--- src/rtl/serial_adder.sv ---
// serial_adder: bit-serial adder built around one registered full-adder cell.
// The two operands are shifted out LSB first, one bit per clock, and the sum
// bits are shifted into a partial-sum register from the top. The published
// result (sum/cout/ovf) is updated once, on the edge that processes the MSB,
// and then held until the next operation completes.
module serial_adder #(
    parameter int WIDTH  = 8,
    parameter bit SIGNED = 1'b0
) (
    input  logic             clk,
    input  logic             rst_n,
    input  logic             start,
    input  logic [WIDTH-1:0] a,
    input  logic [WIDTH-1:0] b,
    input  logic             cin,
    output logic             busy,
    output logic             done,
    output logic [WIDTH-1:0] sum,
    output logic             cout,
    output logic             ovf
);

    localparam int CW = $clog2(WIDTH + 1);
    localparam logic [CW-1:0] LAST_BIT = CW'(WIDTH - 1);

    typedef enum logic [1:0] {
        ST_IDLE = 2'd0,
        ST_RUN  = 2'd1,
        ST_DONE = 2'd2
    } state_t;

    state_t           state;
    state_t           state_next;

    logic [WIDTH-1:0] a_sh;
    logic [WIDTH-1:0] b_sh;
    logic [WIDTH-1:0] psum;
    logic             carry;
    logic [CW-1:0]    bit_cnt;

    logic             bit_sum;
    logic             bit_carry;
    logic             last_bit;
    logic             accept;
    logic [WIDTH-1:0] psum_next;

    // Full-adder cell and step decode: the current LSBs plus the carry register
    // produce this cycle's sum bit and the carry into the next bit position.
    always_comb begin
        bit_sum   = a_sh[0] ^ b_sh[0] ^ carry;
        bit_carry = (a_sh[0] & b_sh[0]) | (a_sh[0] & carry) | (b_sh[0] & carry);
        last_bit  = (bit_cnt == LAST_BIT);
        accept    = (state == ST_IDLE) && start;
        psum_next = {bit_sum, psum[WIDTH-1:1]};
    end

    // State register; reset abandons any operation in flight.
    always_ff @(posedge clk or negedge rst_n) begin
        if (!rst_n) begin
            state <= ST_IDLE;
        end else begin
            state <= state_next;
        end
    end

    // Next-state and handshake outputs: busy covers RUN and DONE, done is the
    // single DONE cycle that follows the MSB step.
    always_comb begin
        state_next = state;
        busy       = 1'b0;
        done       = 1'b0;
        case (state)
            ST_IDLE: begin
                if (start) begin
                    state_next = ST_RUN;
                end
            end
            ST_RUN: begin
                busy = 1'b1;
                if (last_bit) begin
                    state_next = ST_DONE;
                end
            end
            ST_DONE: begin
                busy       = 1'b1;
                done       = 1'b1;
                state_next = ST_IDLE;
            end
            default: begin
                state_next = ST_IDLE;
            end
        endcase
    end

    // Operand shift registers, carry and bit counter: loaded on an accepted
    // start, advanced one bit per clock while running, untouched otherwise so
    // later changes on a/b/cin cannot disturb the operation.
    always_ff @(posedge clk or negedge rst_n) begin
        if (!rst_n) begin
            a_sh    <= '0;
            b_sh    <= '0;
            psum    <= '0;
            carry   <= 1'b0;
            bit_cnt <= '0;
        end else if (accept) begin
            a_sh    <= a;
            b_sh    <= b;
            psum    <= '0;
            carry   <= cin;
            bit_cnt <= '0;
        end else if (state == ST_RUN) begin
            a_sh    <= {1'b0, a_sh[WIDTH-1:1]};
            b_sh    <= {1'b0, b_sh[WIDTH-1:1]};
            psum    <= psum_next;
            carry   <= bit_carry;
            bit_cnt <= bit_cnt + 1'b1;
        end
    end

    // Published result: captured only on the MSB step. The carry register still
    // holds the carry into the MSB at that point, which gives signed overflow.
    always_ff @(posedge clk or negedge rst_n) begin
        if (!rst_n) begin
            sum  <= '0;
            cout <= 1'b0;
            ovf  <= 1'b0;
        end else if ((state == ST_RUN) && last_bit) begin
            sum  <= psum_next;
            cout <= bit_carry;
            ovf  <= SIGNED ? (carry ^ bit_carry) : bit_carry;
        end
    end

endmodule

--- config.mk ---
export PLATFORM = sky130hd
export DESIGN_NAME = serial_adder
export DESIGN_NICKNAME = d
export VERILOG_FILES = /design/src/rtl/serial_adder.sv
export SDC_FILE = /design/constraint.sdc
export NUM_CORES = 1
export LEC_CHECK = 0
export ABC_AREA = 0
export BUFFER_PORTS_ARGS = -buffer_cell sky130_fd_sc_hd__clkbuf_2
export CORE_AREA = 2 2 74 76
export DETAILED_ROUTE_END_ITERATION = 16
export DIE_AREA = 0 0 76 78
export GPL_ROUTABILITY_DRIVEN = 0
export PLACE_DENSITY_LB_ADDON = 0.08
export SYNTH_ARGS = -nofsm -noshare
export SYNTH_HDL_FRONTEND = slang
export SYNTH_SLANG_ARGS = --single-unit
--- constraint.sdc ---
create_clock -name clk -period 1.9 [get_ports clk]
set_input_delay 0.57 -clock clk [delete_from_list [all_inputs] [get_ports clk]]
set_output_delay 0.57 -clock clk [all_outputs]
set_load 0.02 [all_outputs]
==> results.sh <==
export IMPL_status="finished clean"
export IMPL_synth_area_leaders="dfrtp_1 (55%), mux2i_1 (13%), mux2_2 (6.4%)"
export IMPL_ys_seq_area_share_pct=55.3
export IMPL_antenna_diode_count=0
export IMPL_cts_made_buffers=5
export IMPL_placed_cells=243
export IMPL_netlist_area_mm2=0.00176
export IMPL_regToRegSetupSlack_ns=0.20
export IMPL_hp_class="in2async"
export IMPL_fin_cells=251
export IMPL_finalHoldViolCount=0
export IMPL_cts_resized=0
export IMPL_setup_viol=0
export IMPL_start_util_pct=35.0
export IMPL_timing_final_crit_share_pct=94.5
export IMPL_insertion_delay_ns=0.29
export IMPL_ir_worst_vdd_v=0.000531
export IMPL_dieArea_mm2=0.00593
export IMPL_postSynthCellCount=147
export IMPL_detail_route_antenna_nets=0
export IMPL_vias=1128
export IMPL_drive_gt1_share_pct=30.4
export IMPL_die_width_um=76
export IMPL_h_tree_depth=2
export IMPL_r2r_start="state[1]"
export IMPL_crit_required_ns=1.33
export IMPL_slew_violations=0
export IMPL_slew_limit_headroom_pct=67.0
export IMPL_first_iter_violations=18
export IMPL_ios=32
export IMPL_grt_pass1_wl_um=5460
export IMPL_endpoint_kind="output port"
export IMPL_ys_warn_count=0
export IMPL_grt_usage_pct=11.9
export IMPL_grt_max_degree=46
export IMPL_antenna_found_initial=0
export IMPL_num_rows=26
export IMPL_grt_pass1_vias=1204
export IMPL_arrival_ns=1.22
export IMPL_drc=0
export IMPL_root_buffer="clkbuf_8"
export IMPL_drt_wl_total_um=3080
export IMPL_yosys_area_top_type="dfrtp_1"
export IMPL_overflow=0
export IMPL_dp_slack_ns=0.190
export IMPL_postCtsSetupRepairBufs=0
export IMPL_avgSynthCellArea_um2=12.0
export IMPL_cellLeakagePower_nw=1.09
export IMPL_tightest_slew_ns=0.495
export IMPL_synth_cell_types=24
export IMPL_cap_viol_max_count=0
export IMPL_finalWorstSetupSlack_ns=0.105
export IMPL_layout_common_cells="dfrtp_1 (39), clkbuf_2 (31), mux2i_1 (23)"
export IMPL_cts_buffer_depth=2
export IMPL_synth_seq_cells=39
export IMPL_routedWlPerCell_um=12.3
export IMPL_synth_top_cell_area_share_pct=55.3
export IMPL_fmax_mhz=557
export IMPL_reg2regPathDepth=4
export IMPL_cts_tree="done"
export IMPL_syn_to_final_growth_pct=19.4
export IMPL_path_class="reg2out"
export IMPL_clkSinkCount=39
export IMPL_crit_fanout=3
export IMPL_die_y_um=78
export IMPL_final_common_cell="dfrtp_1"
export IMPL_rsz0062_at_grt="false"
export IMPL_critPathLaunchType="flop"
export IMPL_synth_fp_nets=173
export IMPL_portBuffers=31
export IMPL_reg2reg_to="sum[6]"
export IMPL_dp_hpwl_um=2040
export IMPL_p_per_area_mw_per_mm2=1540
export IMPL_fin_setup_tns_ns=0
export IMPL_first_pass_iters=2
export IMPL_clkTransAtPathRegs_ns=0.07
export IMPL_core_mm2=0.00504
export IMPL_cts_hold_buf=0
export IMPL_num_nets_final=206
export IMPL_period_needed_ns=1.79
export IMPL_avgViaCountPerCell=4.49
export IMPL_skew_ns=0.00357
through the flow:
| step | instance area (um^2) | total power, W | util [%] | hold slack (ns) |
|---|---|---|---|---|
| global route | 2110 | 0.00353 | 41.8 | 0.369 |
| floorplan | 1760 | 0.00234 | - | 0.274 |
| CTS | 2110 | 0.00331 | 41.8 | 0.349 |
| finish | 2110 | 0.00325 | 41.8 | 0.331 |
| global placement | 2000 | 0.00264 | 39.7 | 0.488 |
| detailed placement | 2000 | 0.00268 | 39.7 | 0.492 |
worst max path at each step:
| stage | cells after the start | endpoint | startpoint |
|---|---|---|---|
| after global routing | 3 | busy | state[1] |
| after floorplan | 5 | state[0] | state[1] |
| after detailed placement | 4 | sum[6] | state[1] |
| final | 3 | busy | state[0] |
| after global placement | 4 | ovf | state[1] |
| after CTS | 3 | busy | state[0] |
logic make-up after synthesis:
logic type	after synthesis	synth area share, %
AOI/OAI and AO/OA	19	5.46
xor gates and xnor gates	3	1.49
adders and majority gates	6	4.68
DFF	39	55.3
muxes	33	19.4
buffers and inverters	11	3.90
and+or+nand+nor	36	9.72
synthesized netlist by cell type (all sizes together):
cell type and count:
nand3b 1, mux2i 23, ha 5, mux2 10, o22ai 1, and2 1
a21oi 1, nand2 18, nor2 11, nor2b 1, nand2b 2, fa 1
dfrtp 39, inv 2, nand4 1, nand4b 1, xnor2 1, clkbuf 1
o21ai 17, xor2 2, buf 8
critical path, stage by stage, from the launching register on:
cell,delay (ns)
dfrtp_1,0.38
inv_1,0.09
ha_1,0.30
clkbuf_2,0.16
metal layers:
layer  wire, um  global-route usage, %
met2       1530                   20.7
met3        139                   3.84
met5          0                      0
met1       1350                   12.9
met4         68                   6.55
cell type report:
type / instances / area, um^2
Clock buffer: 7 / 96.3
Inverter: 2 / 7.51
Fill cell: 500 / 2940
Tap cell: 70 / 87.6
Multi-Input combinational cell: 97 / 722
Timing Repair Buffer: 35 / 210
Clock inverter: 1 / 7.51
Sequential cell: 39 / 976
power breakdown:
group	internal (W)	leakage (nW)	switching (W)
Clock	0.000330	0.0505	0.000285
Sequential	0.00116	0.509	0.000208
Combinational	0.000605	0.532	0.000667
registers in the layout (all words and copies together), names as in the netlist:
signal   flops
a_sh         8
b_sh         8
bit_cnt      4
carry        1
ovf          1
psum         7
state        2
sum          8
(Power assumes the default switching activity.)
